`config.mk`:
```
export PLATFORM = sky130hd
export DESIGN_NAME = chunked_add_sub
export DESIGN_NICKNAME = d
export VERILOG_FILES = /design/src/rtl/chunked_add_sub.sv
export SDC_FILE = /design/constraint.sdc
export NUM_CORES = 1
export LEC_CHECK = 0
export CORE_ASPECT_RATIO = 1.2
export CORE_UTILIZATION = 56
export DETAILED_ROUTE_END_ITERATION = 8
export DONT_BUFFER_PORTS = 1
export PLACE_DENSITY = 0.74
export SLEW_MARGIN = 0
export SYNTH_ARGS = -nofsm -noshare
export SYNTH_HDL_FRONTEND = slang
export SYNTH_SLANG_ARGS = --single-unit
```
`constraint.sdc`:
```
create_clock -name clk -period 3.6 [get_ports clk]
set_input_delay 0.54 -clock clk [delete_from_list [all_inputs] [get_ports clk]]
set_output_delay 0.54 -clock clk [all_outputs]
set_load 0.01 [all_outputs]
```
`src/rtl/chunked_add_sub.sv`:
```
`default_nettype none
// ============================================================================
// Module      : chunked_add_sub
// Description : Multi-cycle two-operand adder. Each RUN cycle resolves CHUNK
//               bits with propagate/generate ripple logic and keeps the carry
//               between chunks in a register. A start/busy/done handshake
//               wraps the computation.
//               Optional feature macro: CHUNKED_SUB_EN (adds port `sub`,
//               which selects a-b instead of a+b+cin).
// Revision    : 1.0 - initial release
// ============================================================================
module chunked_add_sub #(
  parameter int WIDTH = 16,
  parameter int CHUNK = 4
) (
  input  logic             clk,
  input  logic             rst,
  input  logic             start,
  input  logic [WIDTH-1:0] a,
  input  logic [WIDTH-1:0] b,
  input  logic             cin,
`ifdef CHUNKED_SUB_EN
  input  logic             sub,
`endif
  output logic             busy,
  output logic             done,
  output logic [WIDTH-1:0] sum,
  output logic             cout,
  output logic             ovf
);

  localparam int NCHUNK = WIDTH / CHUNK;
  localparam int IDXW   = (NCHUNK > 1) ? $clog2(NCHUNK) : 1;

  localparam logic [IDXW-1:0] c_LAST_IDX = IDXW'(NCHUNK - 1);

  localparam logic [1:0] c_IDLE = 2'd0;
  localparam logic [1:0] c_RUN  = 2'd1;
  localparam logic [1:0] c_DONE = 2'd2;

  logic [1:0]       r_state;
  logic [WIDTH-1:0] r_a;
  logic [WIDTH-1:0] r_b;
  logic             r_carry;
  logic [IDXW-1:0]  r_idx;
  logic [WIDTH-1:0] r_partial;

  logic [CHUNK-1:0] w_a_chunk;
  logic [CHUNK-1:0] w_b_chunk;
  logic [CHUNK-1:0] w_p;
  logic [CHUNK-1:0] w_g;
  logic [CHUNK:0]   w_c;
  logic [CHUNK-1:0] w_sum_chunk;
  logic [WIDTH-1:0] w_partial_next;
  logic             w_c_out;
  logic             w_c_msb_in;
  logic [WIDTH-1:0] w_b_capture;
  logic             w_carry_capture;

  // Operand conditioning at capture: subtraction is a + ~b + 1
`ifdef CHUNKED_SUB_EN
  assign w_b_capture     = sub ? ~b : b;
  assign w_carry_capture = sub ? 1'b1 : cin;
`else
  assign w_b_capture     = b;
  assign w_carry_capture = cin;
`endif

  // Select the active chunk, ripple its carries and merge it into the partial result
  always_comb begin
    w_a_chunk = '0;
    w_b_chunk = '0;
    for (int i = 0; i < NCHUNK; i++) begin
      if (r_idx == IDXW'(i)) begin
        w_a_chunk = r_a[i*CHUNK +: CHUNK];
        w_b_chunk = r_b[i*CHUNK +: CHUNK];
      end
    end
    w_p    = w_a_chunk ^ w_b_chunk;
    w_g    = w_a_chunk & w_b_chunk;
    w_c    = '0;
    w_c[0] = r_carry;
    for (int k = 0; k < CHUNK; k++) begin
      w_c[k+1] = w_g[k] | (w_p[k] & w_c[k]);
    end
    w_sum_chunk    = w_p ^ w_c[CHUNK-1:0];
    w_partial_next = r_partial;
    for (int i = 0; i < NCHUNK; i++) begin
      if (r_idx == IDXW'(i)) begin
        w_partial_next[i*CHUNK +: CHUNK] = w_sum_chunk;
      end
    end
  end

  // On the last chunk these are the carries into and out of the result MSB
  assign w_c_out    = w_c[CHUNK];
  assign w_c_msb_in = w_c[CHUNK-1];

  assign busy = (r_state == c_RUN);
  assign done = (r_state == c_DONE);

  // Handshake FSM, chunk sequencing and result registers
  always_ff @(posedge clk) begin
    if (rst) begin
      r_state   <= c_IDLE;
      r_a       <= '0;
      r_b       <= '0;
      r_carry   <= 1'b0;
      r_idx     <= '0;
      r_partial <= '0;
      sum       <= '0;
      cout      <= 1'b0;
      ovf       <= 1'b0;
    end else begin
      case (r_state)
        c_IDLE, c_DONE: begin
          if (start) begin
            r_a       <= a;
            r_b       <= w_b_capture;
            r_carry   <= w_carry_capture;
            r_idx     <= '0;
            r_partial <= '0;
            r_state   <= c_RUN;
          end else begin
            r_state <= c_IDLE;
          end
        end
        c_RUN: begin
          r_carry   <= w_c_out;
          r_partial <= w_partial_next;
          if (r_idx == c_LAST_IDX) begin
            sum     <= w_partial_next;
            cout    <= w_c_out;
            ovf     <= w_c_msb_in ^ w_c_out;
            r_idx   <= '0;
            r_state <= c_DONE;
          end else begin
            r_idx <= r_idx + IDXW'(1);
          end
        end
        default: r_state <= c_IDLE;
      endcase
    end
  end

endmodule
`default_nettype wire
```
==> reports/metrics.csv, run 1 <==
stage,metric,value,unit
floorplan,Initial Util,58.8,%
clock_tree,# hold bufs at CTS,0,
worst_hold_path,HP Class,in2reg,
setup_path,Reg2Reg Launch Point,r_idx[0]$_SDFFE_PP0P_,
placed_design,routability congestion estimate,0.908,
worst_hold_path,Hold Crit Start,rst,
floorplan,I/O pins,56,
clock_tree,Clock Tree Buf Depth,2,
yosys,commonest cells in the netlist,"nand2_1 (75), dfxtp_1 (67), a21oi_1 (45), nor2b_1 (23), buf_2 (16)",
yosys,"Top FF cell, synth",dfxtp_1,
final_layout,final design utilization,62.0,%
yosys,Synth Instances,345,
final_layout,layout cells sized above 1,8.77,%
floorplan,# rows,28,
yosys,Post-synth EDFFs,0,
yosys,most common cell in the netlist,nand2_1,
setup_path,Worst R2R End,r_partial[7]$_SDFFE_PP0P_,
sta,final setup violation count,0,
clock_tree,CTS sink count,67,
final_layout,Antenna Diode Count,0,
sta,setup TNS,0,ps
sta,Slew headroom,23.6,%
routing,DRC viols,0,
routing,Vias,2313,
sta,Fmax achieved,288,MHz
final_layout,Final nets,381,
setup_path,launch point of the worst path,r_idx[0]$_SDFFE_PP0P_,
setup_path,worst r2r path cells,12,
yosys,post-synth top area share,45.8,%
sta,Final period util,96.4,%
yosys,synthesized area,0.00293,mm2
sta,"Hold Vio Cnt, Final",0,
power_and_ir_drop,Worst IR Drop VDD,0.247,mV
sta,Slew @ Worst Pin,1140,ps
sta,min cycle time layout,3470,ps
yosys,Synth Net Count,389,
routing,Routed Antenna Nets,0,
clock_tree,setup bufs post-CTS,0,
routing,Iter 0 DRT Violations,182,
routing,Post-Route WL,6220,um
setup_path,critical path type,reg2reg,
global_routing,largest net degree at the start of global routing,51,
sta,Final Skew,5.08,ps
power_and_ir_drop,static leakage,0.00115,uW
yosys,synthesis-stage register bit count,67,
run_status,status,completed,
sta,Fin Hold WS,272,ps
routing,Avg WL per Cell,15.5,um
setup_path,"Data required, critical path",3820,ps
clock_tree,Skew-Pair Late Insertion Delay,330,ps
sta,Max Slew Vio Count,0,
final_layout,fillers,456,
global_routing,global route overflow,0,
global_routing,first-pass GRT wire length,9940,um
clock_tree,H-tree lvl count,3,
yosys,post-synthesis sequential area ratio,45.8,%
floorplan,DIE HEIGHT,81.2,um
clock_tree,CTS Root Cell,clkbuf_8,
setup_path,Critical Path Fanout Max,5,
routing,1st-pass router iterations,5,
final_layout,multi-input logic area,0.00143,mm2
placed_design,Final HPWL DP,4200,um
floorplan,die area,0.00552,mm2
final_layout,post-route cell area,0.00309,mm2
power_and_ir_drop,Pwr per Cell Area,477,mW/mm2
worst_hold_path,Hold Path Depth,1,
yosys,Synth area leaders,"dfxtp_1 (46%), nand2_1 (9.6%), a21oi_1 (7.7%), nor2b_1 (4.9%), o2bb2ai_1 (3.6%)",
flow_run,# Max-Cap Violations,0,
yosys,Yosys warnings,0,
yosys,cell taking the most area after synthesis,dfxtp_1,
worst_hold_path,Hold Crit Endpoint,r_a[11]$_SDFFE_PP0P_,
floorplan,Core Region,0.00497,mm2
setup_path,crit path DAT,3690,ps
global_routing,initial antenna violation count,0,
clock_tree,CTS tree,done,
routing,vias per cell,5.75,
setup_path,Crit. End Element,register,
global_routing,vias in the first global route,2091,
floorplan,Die Wd,68.0,um
setup_path,crit path launch type,register,
placed_design,port bufs,0,
final_layout,Layout area overhead,5.43,%
clock_tree,"Reg clk slew, reported paths",70,ps
final_layout,register area,0.00134,mm2
global_routing,aggregate global-route resource usage,24.8,%
setup_path,R2R Setup Slk,130,ps
yosys,synth unique cells,29,
yosys,syn avg cell area,8.48,um2
yosys,Post-synth ARST share,0,%
placed_design,Placed Area,0.00292,mm2
clock_tree,CTS buffer count,9,
sta,RSZ-0062 raised after global routing,no,
==> repair_timing <==
item,in CTS,in global routing
gates resized for setup,0,4
endpoints found under the setup margin,0,7
endpoints found under the hold margin,0,0
==> cell type report <==
type	count	share of cell area (%)
Multi-Input combinational cell	246	46.2
Inverter	4	0.649
Sequential cell	67	43.6
Clock buffer	13	4.50
Timing Repair Buffer	9	2.19
Tap cell	60	2.43
Clock inverter	3	0.487
==> worst max path at each step <==
stage | end | slack (ps) | depth (start not counted)
6_report | r_partial[7]$_SDFFE_PP0P_ | 130 | 12
5_1_grt | r_partial[11]$_SDFFE_PP0P_ | 3 | 12
4_1_cts | r_partial[11]$_SDFFE_PP0P_ | 2 | 12
3_5_place_dp | r_partial[11]$_SDFFE_PP0P_ | 70 | 12
3_3_place_gp | r_partial[7]$_SDFFE_PP0P_ | 180 | 12
2_1_floorplan | r_partial[11]$_SDFFE_PP0P_ | 60 | 13
==> worst max-delay path: stages (launching register included) <==
cell	delay, ps
dfxtp_2	370
inv_1	70
ha_1	210
nor2b_1	170
a221oi_1	260
o31ai_1	140
fa_1	410
fa_1	390
fa_2	380
fa_1	500
and2_1	200
o21ai_0	180
a21oi_1	90
==> power by group <==
group          internal, uW  total [uW]  switching [uW]  leakage, uW
sequential              771         789            18.3     0.000546
clock                   247         501             253    0.0000812
combinational          70.5         183             113     0.000523
total                  1090        1470             384      0.00115
==> layer usage <==
layer	routed length, um	vias to the layer above	GRT usage (%)
li1	-	1162	-
met1	2620	1063	30.4
met2	3010	69	38.5
met3	370	19	6.18
met4	228	0	15.2
met5	0	-	0
==> cells by family after synthesis <==
logic type	count (synthesis)	synth area share, %
AOI/OAI and AO/OA	95	20.9
xor gates and xnor gates	1	0.299
adders and majority gates	8	4.45
buffers and inverters	32	5.86
DFF	67	45.8
and+or+nand+nor	142	22.7
==> through the flow <==
stage	setup slack (ps)	std cells	power (uW)
CTS	2.15	402	1480
global route	2.79	402	1540
finish	129	402	1470
global placement	176	386	984
detailed placement	70.3	386	987
floorplan	61.9	345	950
==> flip-flops by register name, indices dropped and copies added, names as in the netlist <==
name / flops
r_a: 16
r_b: 16
sum: 16
r_partial: 12
r_idx: 2
r_state: 2
cout: 1
ovf: 1
r_carry: 1
==> cells in the final DEF (no fill, tap or decap), types with 2 or more instances in the layout <==
| cell | synthesis | routed |
|---|---|---|
| nand2_1 | 75 | 75 |
| dfxtp_1 | 67 | 65 |
| a21oi_1 | 45 | 45 |
| nor2b_1 | 23 | 22 |
| nor2_1 | 15 | 15 |
| nand3_1 | 13 | 13 |
| and2_1 | 12 | 12 |
| o21ai_0 | 12 | 12 |
| o2bb2ai_1 | 12 | 12 |
| clkbuf_8 | 0 | 9 |
| buf_4 | 3 | 9 |
| o31ai_1 | 8 | 8 |
| a221oi_1 | 8 | 7 |
| a22o_1 | 6 | 6 |
| ha_1 | 4 | 4 |
| clkbuf_1 | 7 | 4 |
| fa_1 | 4 | 3 |
| clkinv_2 | 0 | 3 |
| nand2b_1 | 2 | 2 |
| inv_1 | 2 | 2 |
| dfxtp_2 | 0 | 2 |
Power figures use the tool's default switching activity.
==> inputs of run 2 (changes only) <==
Settings changed: CELL_PAD_IN_SITES_DETAIL_PLACEMENT set to 0, CELL_PAD_IN_SITES_GLOBAL_PLACEMENT set to 1, CORE_UTILIZATION 56 to 42, PLACE_DENSITY 0.74 to not set, PLACE_DENSITY_LB_ADDON set to 0.1, RECOVER_POWER set to 25.
==> reports/metrics.csv, run 2 (same netlist as run 1, synthesis figures left out) <==
stage,metric,value,unit
run_status,status,completed,
clock_tree,CTS sink count,67,
setup_path,crit path launch type,register,
setup_path,worst-path cell with the longest stage delay,fa_2,
clock_tree,CTS Root Cell,clkbuf_8,
sta,Slew headroom,25.5,%
floorplan,die area,0.00731,mm2
floorplan,I/O pins,56,
global_routing,largest net degree at the start of global routing,51,
routing,Iter 0 DRT Violations,72,
power_and_ir_drop,Worst IR Drop VDD,0.359,mV
setup_path,Levels on crit path,12,
routing,Vias,2298,
setup_path,Critical Path Most Common Cell,fa_2,
setup_path,Critical Path Fanout Max,5,
routing,Avg WL per Cell,15.8,um
sta,final setup violation count,0,
clock_tree,Clock Tree Buf Depth,2,
sta,Final period util,93.9,%
placed_design,routability congestion estimate,0.779,
global_routing,first-pass GRT wire length,11200,um
floorplan,Initial Util,44.6,%
routing,DRC viols,0,
global_routing,GR Util met3,3.71,%
final_layout,Layout area overhead,10.7,%
final_layout,layout cells sized above 1,12.0,%
setup_path,largest stage delay on the critical path,620,ps
global_routing,met2 Use GR,34.1,%
flow_run,# Max-Cap Violations,0,
power_and_ir_drop,static leakage,0.00120,uW
floorplan,Core Region,0.00657,mm2
floorplan,Die Wd,78.2,um
final_layout,Post-Layout Cell Count,428,
power_and_ir_drop,Pwr per Cell Area,542,mW/mm2
final_layout,Regs by FF count,"r_a (16), r_b (16), sum (16)",
clock_tree,CTS tree,done,
floorplan,DIE HEIGHT,93.4,um
final_layout,"most common cell after layout, fill and taps aside",nand2_1,
setup_path,critical path type,reg2reg,
final_layout,most frequent cells in the layout,"nand2_1 (75), dfxtp_1 (65), a21oi_1 (45), nor2b_1 (21), nor2_1 (15)",
setup_path,worst r2r path cells,12,
routing,1st-pass router iterations,5,
sta,Slew @ Worst Pin,1110,ps
power_and_ir_drop,PnR Total Power,1760,uW
global_routing,vias in the first global route,2233,
global_routing,aggregate global-route resource usage,20.3,%
global_routing,GR peak layer,met2,
routing,Post-Route WL,6760,um
setup_path,crit path DAT,3660,ps
clock_tree,H-tree lvl count,3,
clock_tree,"Reg clk slew, reported paths",80,ps
global_routing,met1 Usage GRT,24.8,%
final_layout,final design utilization,49.4,%
sta,Fin Hold WS,253,ps
routing,Routed Antenna Nets,0,
setup_path,Crit. End Element,register,
clock_tree,Skew-Pair Late Insertion Delay,350,ps
routing,vias per cell,5.37,
clock_tree,CTS buffer count,9,
setup_path,"Data required, critical path",3880,ps
global_routing,global route overflow,0,
worst_hold_path,HP Class,in2reg,
sta,"Hold Vio Cnt, Final",0,
sta,min cycle time layout,3380,ps
placed_design,Final HPWL DP,4490,um
setup_path,"CP delay by family, top",adder cells,
worst_hold_path,Hold Path Depth,1,
floorplan,# rows,32,
clock_tree,# hold bufs at CTS,0,
placed_design,Inst Count DP,411,
global_routing,initial antenna violation count,0,
sta,setup TNS,0,ps
setup_path,"Critical Path, Cell by Cell",inv_1 -> ha_1 -> nor2b_2 -> a221oi_2 -> o31ai_2 -> fa_2 -> fa_2 -> fa_2 -> fa_2 -> and2_1 -> o21ai_0 -> a21oi_1,
setup_path,worst path buffer plus inverter count,1,
final_layout,Antenna Diode Count,0,
sta,Max Slew Vio Count,0,
final_layout,Final nets,382,
sta,RSZ-0062 raised after global routing,no,
sta,Final Skew,9.89,ps
placed_design,port bufs,0,
sta,Fmax achieved,296,MHz
## run 2: changes by cell type in the layout (fill, tap and decap cells not counted), sizes merged
cell / change
bufinv: +3
clkbuf: -3
buf: +1
## run 2: worst paths after layout
kind,end,slack (ps),start
worst max-delay path,r_partial[11]$_SDFFE_PP0P_,220,r_idx[0]$_SDFFE_PP0P_
worst min-delay path,r_idx[0]$_SDFFE_PP0P_,250,rst
worst max register to register,r_partial[11]$_SDFFE_PP0P_,220,r_idx[0]$_SDFFE_PP0P_
worst min register to register,r_partial[0]$_SDFFE_PP0P_,450,r_partial[0]$_SDFFE_PP0P_
## run 2: repair_timing
item	CTS	global route
gates resized for setup	1	10
pin swaps	0	4
setup buffers	0	1
endpoints found under the setup margin	3	7
## run 2: per-stage QoR
step | worst slack [ps] | area, um2
final | 221 | 3240
after global routing | 11.2 | 3240
after CTS | 6.84 | 3200
after detailed placement | -5.50 | 2950
after global placement | 80.5 | 2950
after floorplan | 61.9 | 2930
## run 2: worst register-to-register path: cells and delay by family, from the launching register on
kind                     cells  cell delay [ps]
adder cells (fa/ha/maj)      5             1930
AND/OR/NAND/NOR              2              340
AO/OA/AOI/OAI                4              600
flip-flops                   1              370
buffers and inverters        1               60
## run 2: layer usage
metal  vias to the layer above  share of wire, %
met5                         -                 0
met4                         0               1.9
met3                         9               3.2
met2                        47                49
met1                      1074                46
li1                       1168                 -
## run 2: layout make-up
| cell class | count | area, um2 |
|---|---|---|
| Clock inverter | 6 | 113 |
| Inverter | 4 | 20.0 |
| Tap cell | 85 | 106 |
| Clock buffer | 10 | 138 |
| Timing Repair Buffer | 10 | 75.1 |
| Fill cell | 671 | 3330 |
| Sequential cell | 67 | 1350 |
| Multi-Input combinational cell | 246 | 1440 |
## run 2: power breakdown
group / leakage, uW / internal [uW] / total [uW] / switching (uW)
logic: 0.000526 / 75.3 / 191 / 116
clock network: 0.000126 / 480 / 776 / 296
registers: 0.000547 / 770 / 788 / 18.4
==> inputs of run 3 (changes only) <==
Settings changed: CORE_MARGIN set to 4.
==> reports/metrics.csv, run 3 (same netlist as run 1, synthesis figures left out) <==
stage,metric,value,unit
clock_tree,"Reg clk slew, reported paths",70,ps
routing,vias per cell,5.33,
run_status,status,completed,
global_routing,vias in the first global route,2271,
floorplan,Initial Util,43.0,%
setup_path,Critical Path Fanout Max,5,
final_layout,multi-input logic area,0.00144,mm2
worst_hold_path,HP Class,in2reg,
sta,Max Slew Vio Count,0,
power_and_ir_drop,Pwr per Cell Area,502,mW/mm2
setup_path,Crit. End Element,register,
final_layout,final design utilization,47.1,%
final_layout,most frequent cells in the layout,"nand2_1 (75), dfxtp_1 (65), a21oi_1 (45), nor2b_1 (22), nor2_1 (15)",
final_layout,post-route cell area,0.00321,mm2
setup_path,crit path launch type,register,
global_routing,largest net degree at the start of global routing,51,
setup_path,crit path DAT,3680,ps
floorplan,Core Region,0.00681,mm2
final_layout,register area,0.00134,mm2
sta,"Hold Vio Cnt, Final",0,
sta,final setup violation count,0,
sta,Slew @ Worst Pin,1230,ps
placed_design,Final HPWL DP,4860,um
sta,setup TNS,0,ps
final_layout,fillers,715,
final_layout,Regs by FF count,"r_a (16), r_b (16), sum (16)",
clock_tree,CTS Root Cell,clkbuf_8,
clock_tree,# hold bufs at CTS,0,
routing,met1 WL,3290,um
final_layout,"most common cell after layout, fill and taps aside",nand2_1,
placed_design,port bufs,0,
final_layout,Final nets,385,
setup_path,critical path type,reg2reg,
floorplan,# rows,33,
global_routing,initial antenna violation count,0,
routing,Vias,2302,
clock_tree,Skew-Pair Late Insertion Delay,340,ps
global_routing,aggregate global-route resource usage,17.8,%
power_and_ir_drop,Worst IR Drop VDD,0.215,mV
final_layout,layout cells sized above 1,11.0,%
power_and_ir_drop,static leakage,0.00119,uW
routing,Post-Route WL,7180,um
routing,met2 routed WL,3410,um
floorplan,DIE HEIGHT,99.4,um
final_layout,Antenna Diode Count,0,
clock_tree,H-tree lvl count,3,
global_routing,global route overflow,0,
flow_run,# Max-Cap Violations,0,
placed_design,Placed Area,0.00298,mm2
routing,DRC viols,0,
routing,Iter 0 DRT Violations,77,
sta,Fin Hold WS,265,ps
global_routing,first-pass GRT wire length,11700,um
routing,highest routed layer,met4,
sta,Final period util,94.7,%
floorplan,Die Wd,84.2,um
clock_tree,CTS resizes,2,
clock_tree,CTS tree,done,
clock_tree,CTS sink count,67,
floorplan,I/O pins,56,
clock_tree,CTS buffer count,9,
sta,Slew headroom,17.8,%
clock_tree,setup bufs post-CTS,0,
sta,Final Skew,5.15,ps
placed_design,routability congestion estimate,0.767,
sta,min cycle time layout,3410,ps
routing,Avg WL per Cell,16.6,um
routing,Routed Antenna Nets,0,
sta,Fmax achieved,293,MHz
routing,1st-pass router iterations,4,
final_layout,Layout area overhead,9.53,%
clock_tree,Clock Tree Buf Depth,2,
setup_path,"Data required, critical path",3870,ps
floorplan,die area,0.00837,mm2
routing,met3 routed WL,319,um
-- run 3: cell types whose count changed in the layout (fill, tap and decap cells not counted), moves of 2 or more --
cell and change:
buf_4 +3, fa_2 -2, bufinv_16 -2, clkinv_4 -2, clkbuf_1 +2, fa_1 +2
-- run 3: worst max-delay path: stages (launching register included) --
cell and delay, ps:
dfxtp_2 370, inv_1 70, ha_1 210, nor2b_1 190, a221oi_2 250, o31ai_2 110
fa_1 420, fa_1 390, fa_2 380, fa_2 570, and2_1 150, o21ai_0 90
a21oi_1 150
-- run 3: worst paths after layout --
| kind | start | to | depth (start not counted) | slack (ps) |
|---|---|---|---|---|
| setup reg to reg | r_idx[0]$_SDFFE_PP0P_ | r_partial[3]$_SDFFE_PP0P_ | 12 | 190 |
| hold reg to reg | r_a[15]$_SDFFE_PP0P_ | r_a[15]$_SDFFE_PP0P_ | 2 | 450 |
| setup / recovery | r_idx[0]$_SDFFE_PP0P_ | r_partial[3]$_SDFFE_PP0P_ | 12 | 190 |
| hold / removal | rst | r_a[9]$_SDFFE_PP0P_ | 1 | 260 |
-- run 3: where the power goes --
group          total (uW)  switching, uW  internal (uW)
sequential            790           18.9            771
clock                 625            271            354
combinational         196            118           77.7
-- run 3: final cells by class --
cell class	count	area share (%)
Clock inverter	2	1.09
Clock buffer	13	4.96
Timing Repair Buffer	13	3.04
Tap cell	87	3.40
Sequential cell	67	41.9
Multi-Input combinational cell	246	45.0
Inverter	4	0.625
-- run 3: per-layer routing --
metal | vias up | global-route usage (%)
met3 | 13 | 4.81
met2 | 50 | 28.6
met1 | 1073 | 22.4
met5 | - | 0
li1 | 1166 | -
met4 | 0 | 8.17
-- run 3: through the flow --
step	std cells	worst slack (ps)	power, uW
finish	432	190	1610
floorplan	345	61.9	950
CTS	432	22.0	1630
global placement	417	83.8	999
global route	432	-12.2	1690
detailed placement	417	-4.04	1000
